## src/rtl/alu_bist_pkg.sv

```systemverilog
// Shared definitions for the ALU built-in self-test engine: the Galois
// polynomial, FSM state encodings and the single-step shift function.
package alu_bist_pkg;

    // x^32 + x^22 + x^2 + x + 1, feedback taps in Galois form
    localparam logic [31:0] LFSR_POLY = 32'h0040_0007;

    // Wide enough for NUM_VECTORS-1 with NUM_VECTORS up to 2^16
    localparam int CNT_W = 16;

    typedef enum logic [1:0] {
        ST_IDLE = 2'd0,
        ST_RUN  = 2'd1,
        ST_DONE = 2'd2
    } bist_state_e;

    function automatic logic [31:0] galois_step(input logic [31:0] x);
        return {x[30:0], 1'b0} ^ (x[31] ? LFSR_POLY : 32'h0);
    endfunction

endpackage

```

## src/rtl/alu_bist_lfsr32.sv

```systemverilog
// 32-bit Galois shift register with synchronous seed load and a parallel
// input folded into every step, so one block serves as generator or MISR.
module alu_bist_lfsr32 (
    input  logic        clk,
    input  logic        rst_n,
    input  logic        load_i,
    input  logic [31:0] seed_i,
    input  logic        en_i,
    input  logic [31:0] din_i,
    output logic [31:0] q_o
);
    import alu_bist_pkg::*;

    logic [31:0] state_q;
    logic [31:0] state_d;

    // Load wins over stepping so a restart never absorbs a stale vector
    always_comb begin
        state_d = state_q;
        if (load_i) begin
            state_d = seed_i;
        end else if (en_i) begin
            state_d = galois_step(state_q) ^ din_i;
        end
    end

    always_ff @(posedge clk or negedge rst_n) begin
        if (!rst_n) begin
            state_q <= 32'h0;
        end else begin
            state_q <= state_d;
        end
    end

    assign q_o = state_q;

endmodule

```

## src/rtl/alu_bist.sv

```systemverilog
// ALU self-test engine: drives LFSR operands and a cycling opcode into the
// ALU and compacts its result and flags into a 32-bit MISR signature.
module alu_bist #(
    parameter int          NUM_VECTORS = 1024,
    parameter int          OP_COUNT    = 16,
    parameter logic [31:0] SEED_A      = 32'h0000_0001,
    parameter logic [31:0] SEED_B      = 32'h8000_0000
) (
    input  logic        clk,
    input  logic        rst_n,
    input  logic        start_i,
    input  logic        abort_i,
    input  logic [31:0] expected_sig_i,
    output logic [31:0] alu_srcA_o,
    output logic [31:0] alu_srcB_o,
    output logic [4:0]  alu_op_o,
    input  logic [31:0] alu_out_i,
    input  logic        alu_zero_i,
    input  logic        alu_ovf_i,
    output logic        busy_o,
    output logic        done_o,
    output logic        pass_o,
    output logic [31:0] signature_o
);
    import alu_bist_pkg::*;

    localparam logic [CNT_W-1:0] CNT_LAST = CNT_W'(NUM_VECTORS - 1);
    localparam logic [4:0]       OP_LAST  = 5'(OP_COUNT - 1);

    bist_state_e      state_q, state_d;
    logic [CNT_W-1:0] cnt_q, cnt_d;
    logic [4:0]       op_q, op_d;
    logic             pass_q, pass_d;

    logic        enter_run;
    logic        gen_step;
    logic        misr_en;
    logic        last_vec;
    logic [31:0] misr_din;
    logic [31:0] misr_nxt;

    assign last_vec = (cnt_q == CNT_LAST);
    assign misr_din = alu_out_i ^ {30'b0, alu_zero_i, alu_ovf_i};
    // Value the MISR takes at this edge, needed for the pass verdict
    assign misr_nxt = galois_step(signature_o) ^ misr_din;

    always_comb begin
        state_d   = state_q;
        cnt_d     = cnt_q;
        op_d      = op_q;
        pass_d    = pass_q;
        enter_run = 1'b0;
        gen_step  = 1'b0;
        misr_en   = 1'b0;

        case (state_q)
            ST_IDLE: begin
                enter_run = start_i;
            end
            ST_RUN: begin
                if (abort_i) begin
                    state_d = ST_IDLE;
                    pass_d  = 1'b0;
                end else begin
                    misr_en = 1'b1;
                    if (last_vec) begin
                        // Operands freeze on the final vector
                        state_d = ST_DONE;
                        pass_d  = (misr_nxt == expected_sig_i);
                    end else begin
                        gen_step = 1'b1;
                        cnt_d    = cnt_q + 1'b1;
                        op_d     = (op_q == OP_LAST) ? 5'd0 : op_q + 5'd1;
                    end
                end
            end
            ST_DONE: begin
                if (abort_i) begin
                    state_d = ST_IDLE;
                    pass_d  = 1'b0;
                end else begin
                    enter_run = start_i;
                end
            end
            default: begin
                state_d = ST_IDLE;
            end
        endcase

        if (enter_run) begin
            state_d = ST_RUN;
            cnt_d   = '0;
            op_d    = 5'd0;
            pass_d  = 1'b0;
        end
    end

    always_ff @(posedge clk or negedge rst_n) begin
        if (!rst_n) begin
            state_q <= ST_IDLE;
            cnt_q   <= '0;
            op_q    <= 5'd0;
            pass_q  <= 1'b0;
        end else begin
            state_q <= state_d;
            cnt_q   <= cnt_d;
            op_q    <= op_d;
            pass_q  <= pass_d;
        end
    end

    alu_bist_lfsr32 u_gen_a (
        .clk    (clk),
        .rst_n  (rst_n),
        .load_i (enter_run),
        .seed_i (SEED_A),
        .en_i   (gen_step),
        .din_i  (32'h0),
        .q_o    (alu_srcA_o)
    );

    alu_bist_lfsr32 u_gen_b (
        .clk    (clk),
        .rst_n  (rst_n),
        .load_i (enter_run),
        .seed_i (SEED_B),
        .en_i   (gen_step),
        .din_i  (32'h0),
        .q_o    (alu_srcB_o)
    );

    // The MISR register is the signature itself; cleared on every run start
    alu_bist_lfsr32 u_misr (
        .clk    (clk),
        .rst_n  (rst_n),
        .load_i (enter_run),
        .seed_i (32'h0),
        .en_i   (misr_en),
        .din_i  (misr_din),
        .q_o    (signature_o)
    );

    assign alu_op_o = op_q;
    assign busy_o   = (state_q == ST_RUN);
    assign done_o   = (state_q == ST_DONE);
    assign pass_o   = pass_q;

endmodule

```

## config.mk

```make
export PLATFORM = sky130hd
export DESIGN_NAME = alu_bist
export DESIGN_NICKNAME = d
export VERILOG_FILES = /design/src/rtl/alu_bist_pkg.sv /design/src/rtl/alu_bist_lfsr32.sv /design/src/rtl/alu_bist.sv
export SDC_FILE = /design/constraint.sdc
export NUM_CORES = 1
export LEC_CHECK = 0
export CAP_MARGIN = 20
export CORE_ASPECT_RATIO = 0.7
export CORE_MARGIN = 5
export CORE_UTILIZATION = 41
export DETAILED_ROUTE_END_ITERATION = 8
export PLACE_DENSITY = 0.71
export SYNTH_ARGS = -nofsm -noshare
export SYNTH_HDL_FRONTEND = slang
export SYNTH_SLANG_ARGS = --single-unit
```

## constraint.sdc

```tcl
create_clock -name clk -period 6.1 [get_ports clk]
set_input_delay 0.61 -clock clk [delete_from_list [all_inputs] [get_ports clk]]
set_output_delay 0.61 -clock clk [all_outputs]
set_load 0.05 [all_outputs]
```

==> results.toml, run 1 <==
[routing]
totalWireLength_um = 15800
first_pass_iters = 4
first_iter_violations = 263
vias = 4646
viasPerCell = 5.34
ant_nets = 0
drc = 0
post_drt_wl_per_cell_um = 18.1

[synthesis]
synth_fa_ha_area_share_pct = 1.07
synthSimpleGateAreaFrac_pct = 10.5
postSynthCellCount = 503
ys_ff_latch = 120
synth_xor_xnor_area_share_pct = 15.0
synth_cell_types = 45
synth_compound_area_share_pct = 18.2
yosysWarningCount = 0
async_flop_share_pct = 100
synth.area.mux_share_pct = 0.193
netlist_area_um2 = 5830
post-synth-top-area-fraction_pct = 51.5
synth_top_family_by_area = "compound AO/OA/AOI/OAI gates"
synth-edff-count = 0
synth-main-ff-cell = "dfrtp_1"
synth_area_leaders = "dfrtp_1 51%, a22o_1 8.9%, xnor2_1 8.3%"
syn_nets = 578
syn_area_per_cell_um2 = 11.6
yosysSeqAreaShare_pct = 51.5
synth_largest_area_cell = "dfrtp_1"

[die]
core_um2 = 13900
rows = 36
dieArea_um2 = 16800
fp.dieW_um = 153
dieHeight_um = 110
io_pins = 174
start_util_pct = 41.9

[pwr]
p_total_w = 0.00365
ir_worst_vdd_uv = 273
power_leakage_nw = 3.47
powerDensity_nw_per_um2 = 440

[critical_path]
slowest_delay_ns = 0.79
path_cells = "inv_1 > ha_1 > nor2b_4 > o21a_1 > nor3_2 > buf_4 > nor3_1 > mux2_1"
worstPathRequired_ns = 6.38
worst-setup-path-type = "reg -> reg"
endpoint_kind = "register"
crit_slowest_cell = "nor3_2"
cp-start-kind = "register"
cp_max_fo = 19
worstPathArrival_ns = 3.36

[global_routing]
grt_pass1_vias = 4681
gr-usage-all-layers_pct = 18.9
overflow = 0
grt_pass1_wl_um = 25000
grt_max_degree = 72
antenna_found_initial = 0

[timing]
rsz0062_at_grt = "false"
finalCriticalPeriod_ns = 3.07
final_hold_viol_count = 0
finClkSkew_ns = 0.0121
slew_headroom_pct = 40.1
maxClockFrequency_ghz = 0.325
setup_viol = 0
tightest_slew_ns = 0.898
hold_ws_ns = 0.224
fin_setup_tns_ns = 0
min_period_over_period_pct = 50.4
slew_violations = 0

[cts]
post_cts.repair.setup_buffers = 0
cts_tree = "done"
cts-root-buf = "clkbuf_16"
path_clk_slew_ns = 0.06
cts.repair.resized = 0
clk_latency_ns = 0.41
ctsHoldBuffers = 0
numCtsBuffers = 17
clock_sinks = 120
h-tree-depth = 4
clk_path_buf_depth = 2

[min_path]
hold_path_class = "in -> async"

[outcome]
outcome = "finished, final reports clean"

[layout]
fillers = 1129
multi_input_area_um2 = 2640
nets = 742
antenna_cells = 0
layout-drive-gt1-share_pct = 7.35
final_cell_mix = "172 x clkdlybuf4s50_1, 120 x dfrtp_1, 59 x a22o_1"
final_common_cell = "clkdlybuf4s50_1"
final_util_pct = 59.6
regArea_um2 = 3000
area_growth_syn_to_layout_pct = 42.3
stdcell_area_um2 = 8300

[job]
maxCapViolCount = 0

[place]
place.gp.congestion = 0.860
hpwl_um = 11400
dpl-instance-area_um2 = 7660
port_buffers = 173
==> final timing paths <==
kind,slack (ns),startpoint,depth (start not counted),endpoint
setup / recovery,3.03,state_q[0]$_DFFE_PN0P_,8,cnt_q[14]$_DFFE_PN0P_
hold / removal,0.22,rst_n,1,cnt_q[13]$_DFFE_PN0P_
setup reg to reg,3.03,state_q[0]$_DFFE_PN0P_,8,cnt_q[14]$_DFFE_PN0P_
hold reg to reg,0.51,pass_o$_DFFE_PN0P_,2,pass_o$_DFFE_PN0P_
max in group asynchronous,4.55,rst_n,2,u_gen_a.q_o[29]$_DFFE_PN0P_
min in group clk,0.51,pass_o$_DFFE_PN0P_,2,pass_o$_DFFE_PN0P_
==> kinds of logic (layout without fill, tap and decap cells) <==
family | Yosys count | in the layout
compound gates | 147 | 147
flops | 120 | 120
simple gates | 117 | 117
xor+xnor | 75 | 75
buf+inv | 38 | 215
fa+ha+maj | 5 | 5
mux | 1 | 1
==> layer usage <==
metal,track usage (%),routed length (um),vias up
met5,0,0,-
met4,6.61,203,0
met3,7.36,1360,16
met2,28.9,7310,174
met1,24.7,6890,2290
li1,-,-,2166
==> worst max-delay path: cells and delay by family (launching register included) <==
kind                     cells  cell delay (ns)
AO/OA/AOI/OAI                1             0.49
adder cells (fa/ha/maj)      1             0.26
buffers and inverters        2             0.45
flip-flops                   1             0.39
multiplexers                 1             0.35
AND/OR/NAND/NOR              3             1.02
==> cell usage after synthesis (2+ instances only) <==
cell type and instances:
a211oi_1 3, a21o_1 2, a21oi_1 14, a22o_1 59, and2_1 2, and3_1 3, and4_1 2, buf_2 17
buf_6 5, clkbuf_1 10, dfrtp_1 120, ha_1 5, inv_1 4, nand2_1 49, nand3_1 8, nand4_1 5
nor2_1 13, nor2b_1 4, nor3_1 3, nor4_1 5, o21a_1 2, o21ai_0 41, o31ai_1 20, or2_2 2
or3_1 2, or4_1 12, xnor2_1 55, xnor3_1 16, xor2_1 4
==> power by group <==
| part | leakage [nW] | internal [W] | switching [W] |
|---|---|---|---|
| combinational | 1.54 | 0.000577 | 0.000913 |
| clock | 0.300 | 0.000668 | 0.000367 |
| sequential | 1.64 | 0.000937 | 0.000193 |
| total | 3.47 | 0.00218 | 0.00147 |
==> state kept, by name (all words and copies together) (netlist names) <==
| name | count |
|---|---|
| cnt_q | 16 |
| state_q | 2 |
| alu_op_o | 5 |
| u_gen_b.q_o | 32 |
| u_gen_a.q_o | 32 |
| pass_o | 1 |
| u_misr.q_o | 32 |
==> layout make-up <==
class	instances	share of cell area [%]
Clock buffer	19	5.46
Tap cell	190	2.86
Sequential cell	120	36.2
Timing Repair Buffer	179	21.5
Inverter	4	0.181
Multi-Input combinational cell	345	31.8
Clock inverter	13	2.02
==> through the flow <==
stage          std cells  setup slack, ns
2_1_floorplan        503             3.59
3_3_place_gp         837             2.86
3_5_place_dp         837             2.70
4_1_cts              869             3.05
5_1_grt              870             2.81
6_report             870             3.03
No activity file was read; power rests on OpenSTA's default activity.
==> run 2: changes to the inputs <==
Clock period 6.1 ns to 3.1 ns, I/O delays scaled along.
==> run 2 against run 1 <==
- die area did not move
- clock-buffer cell count fell by 2
- combinational power rose by 100%
- fmax rose by 22%
- total power rose by 96%
- via count barely moved
- non-clock buffer count rose by 7
- first-iteration DRC count rose by 27%
- final cell count rose by 0.80%
- cell area rose by 1.0%
- critical path type unchanged
- flip-flop and latch count did not move
- sequential share of layout area fell by 0.36 points
==> results.toml, run 2 (synthesized netlist as in run 1, its figures left out) <==
[outcome]
outcome = "finished, final reports clean"

[routing]
first_iter_violations = 334
vias = 4642
totalWireLength_um = 15700
post_drt_wl_per_cell_um = 17.9
ant_nets = 0
viasPerCell = 5.29
drc = 0
first_pass_iters = 4

[layout]
layout-drive-gt1-share_pct = 8.15
antenna_cells = 0
stdcell_count = 877
area_growth_syn_to_layout_pct = 43.7
final_cell_mix = "172 x clkdlybuf4s50_1, 120 x dfrtp_1, 59 x a22o_1"
final_util_pct = 60.2
final_common_cell = "clkdlybuf4s50_1"
nets = 749

[critical_path]
slowest_delay_ns = 0.62
worstPathArrival_ns = 2.78
rrSetupSlack_ns = 0.57
cp_max_fo = 18
r2r_end = "alu_op_o[3]$_DFFE_PN0P_"
endpoint_kind = "register"
r2r_cells = 8
cp-start-kind = "register"
worstPathRequired_ns = 3.35
rr_startpoint = "state_q[0]$_DFFE_PN0P_"
worst-setup-path-type = "reg -> reg"
path_cells = "inv_1 > ha_1 > nor2b_4 > o21a_1 > nor3_2 > buf_12 > or2_2 > o221ai_1"
crit_slowest_cell = "nor3_2"

[pwr]
ir_worst_vdd_uv = 516
powerDensity_nw_per_um2 = 855
p_total_w = 0.00717
power_leakage_nw = 3.52

[job]
maxCapViolCount = 0

[timing]
tightest_slew_ns = 0.780
min_period_over_period_pct = 81.6
rsz0062_at_grt = "false"
fin_setup_tns_ns = 0
finalCriticalPeriod_ns = 2.53
slew_violations = 0
finClkSkew_ns = 0.0132
slew_headroom_pct = 48.0
setup_viol = 0
maxClockFrequency_ghz = 0.395
hold_ws_ns = 0.272
final_hold_viol_count = 0

[cts]
cts-root-buf = "clkbuf_16"
h-tree-depth = 4
path_clk_slew_ns = 0.06
numCtsBuffers = 17
clock_sinks = 120
clk_latency_ns = 0.41
cts_tree = "done"
clk_path_buf_depth = 2
post_cts.repair.setup_buffers = 0

[place]
place.gp.congestion = 0.869
dp_cells = 843
port_buffers = 173
hpwl_um = 11400

[die]
fp.dieW_um = 153
io_pins = 174
start_util_pct = 41.9
rows = 36
core_um2 = 13900
dieHeight_um = 110
dieArea_um2 = 16800

[global_routing]
grt_pass1_wl_um = 25000
overflow = 0
antenna_found_initial = 0
gr-usage-all-layers_pct = 18.8
grt_max_degree = 81
grt_pass1_vias = 4798

[min_path]
hold_path_class = "in -> async"
## run 2: cell types whose count changed in the layout (fill, tap and decap cells not counted), sizes merged
cell and change:
clkinvlp -1, clkinv -1, inv +5, buf +6, bufinv -1, clkbuf -2, dlygate4sd3 +1
## run 2: metal layers
metal / wire length, um / vias to the layer above / share of wire (%) / global-route usage, %
met1: 6780 / 2295 / 43 / 23.8
met2: 7430 / 153 / 47 / 29.7
met5: 0 / - / 0 / 0
met4: 167 / 0 / 1.1 / 6.23
met3: 1280 / 12 / 8.1 / 7.63
li1: - / 2182 / - / -
## run 2: layout make-up
cell class                 instances  area (um^2)
tap                              190          238
multi-input combinational        345         2640
clock inverter                    15          165
fill                            1094         5540
sequential                       120         3000
inverter                           4         15.0
clock buffer                      17          425
timing repair buffer             186         1900
## run 2: power breakdown
| part | internal [W] | total [W] | switching, W |
|---|---|---|---|
| logic | 0.00117 | 0.00300 | 0.00182 |
| clock network | 0.00120 | 0.00196 | 0.000763 |
| registers | 0.00184 | 0.00221 | 0.000365 |
## run 2: worst max-delay path: cells and delay by family, from the launching register on
kind            cells  cell delay [ns]
fa+ha+maj           1             0.27
compound gates      2             0.42
flops               1             0.38
buf+inv             2             0.36
simple gates        3             0.95
## run 2: timing repair
action | CTS | global route
hold buffers | 0 | 1
hold endpoints to repair | 0 | 7
gates resized for setup | 0 | 0
## run 2: per-stage QoR
stage / worst slack [ns] / cell area, um^2
CTS: 0.587 / 8340
global placement: 0.676 / 7750
detailed placement: 0.548 / 7750
floorplan: 0.590 / 5830
global route: 0.374 / 8380
finish: 0.571 / 8380
## run 2: how the worst max path moves through the flow
stage                                    endpoint  cells past startpoint  slack, ns                   start
final                     alu_op_o[3]$_DFFE_PN0P_                      8       0.57  state_q[0]$_DFFE_PN0P_
after global placement      cnt_q[14]$_DFFE_PN0P_                      6       0.68                 abort_i
after CTS                 alu_op_o[3]$_DFFE_PN0P_                      8       0.59  state_q[0]$_DFFE_PN0P_
after detailed placement    cnt_q[14]$_DFFE_PN0P_                      6       0.55                 abort_i
after floorplan             cnt_q[14]$_DFFE_PN0P_                     10       0.59  state_q[0]$_DFFE_PN0P_
after global routing      alu_op_o[3]$_DFFE_PN0P_                      8       0.37  state_q[0]$_DFFE_PN0P_
==> run 3: changes to the inputs <==
Settings changed: PLACE_DENSITY 0.71 to 0.74.
Clock period 3.1 ns to 2.1 ns, I/O delays scaled along.
==> run 3 against run 2 <==
- flip-flop and latch count did not move
- critical endpoint is now signature_o[31]
- first-iteration DRC count fell by 7.8%
- sequential share of layout area fell by 1.2 points
- cell area grew 3.3%
- global-route usage up 1.0 points
- worst hold slack better by 0.043 ns
- sequential power is 47% higher
- utilization rose by 2.0 points
- non-clock buffer count up 31
==> results.toml, run 3 (synthesized netlist as in run 1, its figures left out) <==
[outcome]
outcome = "finished, final reports clean"

[routing]
vias = 4866
viasPerCell = 5.35
ant_nets = 0
first_pass_iters = 5
totalWireLength_um = 16900
drc = 0
first_iter_violations = 308
post_drt_wl_per_cell_um = 18.6

[global_routing]
grt_pass1_vias = 4919
gr-usage-all-layers_pct = 19.8
grt_max_degree = 58
antenna_found_initial = 0
grt_pass1_wl_um = 26400
overflow = 0

[pwr]
power_leakage_nw = 3.67
powerDensity_nw_per_um2 = 1250
ir_worst_vdd_uv = 709
p_total_w = 0.0108

[critical_path]
cp-start-kind = "register"
crit_cells = 1
worst-setup-path-type = "reg -> out"
cp.buffers_inverters = 1
cp_max_fo = 8
worstPathArrival_ns = 1.83
worstPathRequired_ns = 1.89
slowest_delay_ns = 0.88
cpLargestDelayFamily = "buffers and inverters"
endpoint_kind = "primary output"
rr_startpoint = "state_q[1]$_DFFE_PN0P_"
path_cells = "clkdlybuf4s50_1"
crit_start = "u_misr.q_o[31]$_DFFE_PN0P_"
crit_slowest_cell = "clkdlybuf4s50_1"
r2r_cells = 6

[timing]
finClkSkew_ns = 0.0115
final_hold_viol_count = 0
finalCriticalPeriod_ns = 2.04
rsz0062_at_grt = "true"
slew_headroom_pct = 55.0
hold_ws_ns = 0.315
min_period_over_period_pct = 97.0
tightest_slew_ns = 0.676
slew_violations = 0
setup_viol = 0
maxClockFrequency_ghz = 0.491

[min_path]
hold_path_class = "in -> async"

[cts]
cts_tree = "done"
cts-root-buf = "clkbuf_16"
clk_path_buf_depth = 2
path_clk_slew_ns = 0.06
h-tree-depth = 4
numCtsBuffers = 17
clock_sinks = 120
clk_latency_ns = 0.41

[layout]
stdcell_area_um2 = 8660
final_common_cell = "clkdlybuf4s50_1"
nets = 782
fillers = 1073
regArea_um2 = 3000
area_growth_syn_to_layout_pct = 48.5
antenna_cells = 0
layout-drive-gt1-share_pct = 13.5
final_cell_mix = "170 x clkdlybuf4s50_1, 120 x dfrtp_1, 59 x a22o_1"
multi_input_area_um2 = 2700

[die]
fp.dieW_um = 153
dieHeight_um = 110
core_um2 = 13900
rows = 36
dieArea_um2 = 16800
io_pins = 174
start_util_pct = 41.9

[place]
place.gp.congestion = 0.899
hpwl_um = 12000
port_buffers = 173
dpl-instance-area_um2 = 7980

[job]
maxCapViolCount = 0
==> run 3: path summary, 6_finish.rpt <==
| check | endpoint | slack, ns |
|---|---|---|
| worst max-delay path | signature_o[31] | 0.06 |
| worst min-delay path | u_misr.q_o[13]$_DFFE_PN0P_ | 0.32 |
| worst max register to register | cnt_q[5]$_DFFE_PN0P_ | 0.07 |
| worst min register to register | pass_o$_DFFE_PN0P_ | 0.51 |
| max in group asynchronous | u_gen_a.q_o[5]$_DFFE_PN0P_ | 0.97 |
| min in group clk | u_misr.q_o[30]$_DFFE_PN0P_ | 0.50 |
==> run 3: layout make-up <==
type / instances / share of cell area, %
well taps: 190 / 2.74
multi-input cells: 347 / 31.1
clock buffers: 17 / 4.91
clock inverters: 15 / 1.79
flip-flops and latches: 120 / 34.7
inverters: 4 / 0.173
repair buffers: 217 / 24.6
==> run 3: stage by stage <==
stage	TNS (ns)	setup WS [ns]	util [%]	std cells
floorplan	-1.97	-0.0483	-	503
global placement	-0.271	-0.147	57.3	871
detailed placement	-1.69	-0.186	57.3	871
CTS	0	0.00496	61.6	905
global route	-0.0883	-0.0267	62.2	910
finish	0	0.0620	62.2	910
==> run 3: power by group <==
group          internal (W)  total [W]  switching (W)
clock               0.00168    0.00284        0.00117
combinational       0.00190    0.00471        0.00281
sequential          0.00272    0.00324       0.000523
total               0.00630     0.0108        0.00450
==> run 3: routing by layer <==
metal,global-route usage (%),part of all wire [%],up-vias
met5,0,0,-
met2,32.5,48,166
met4,5.34,1.2,0
met3,7.16,7.3,16
met1,25.3,43,2435
li1,-,-,2249
==> run 3: timing repair <==
item,CTS,global route
hold buffers,1,0
gates cloned,1,2
pin swaps,1,3
hold endpoints to repair,33,0
resized for setup,2,7
endpoints found under the setup margin,10,70
buffers inserted,0,3
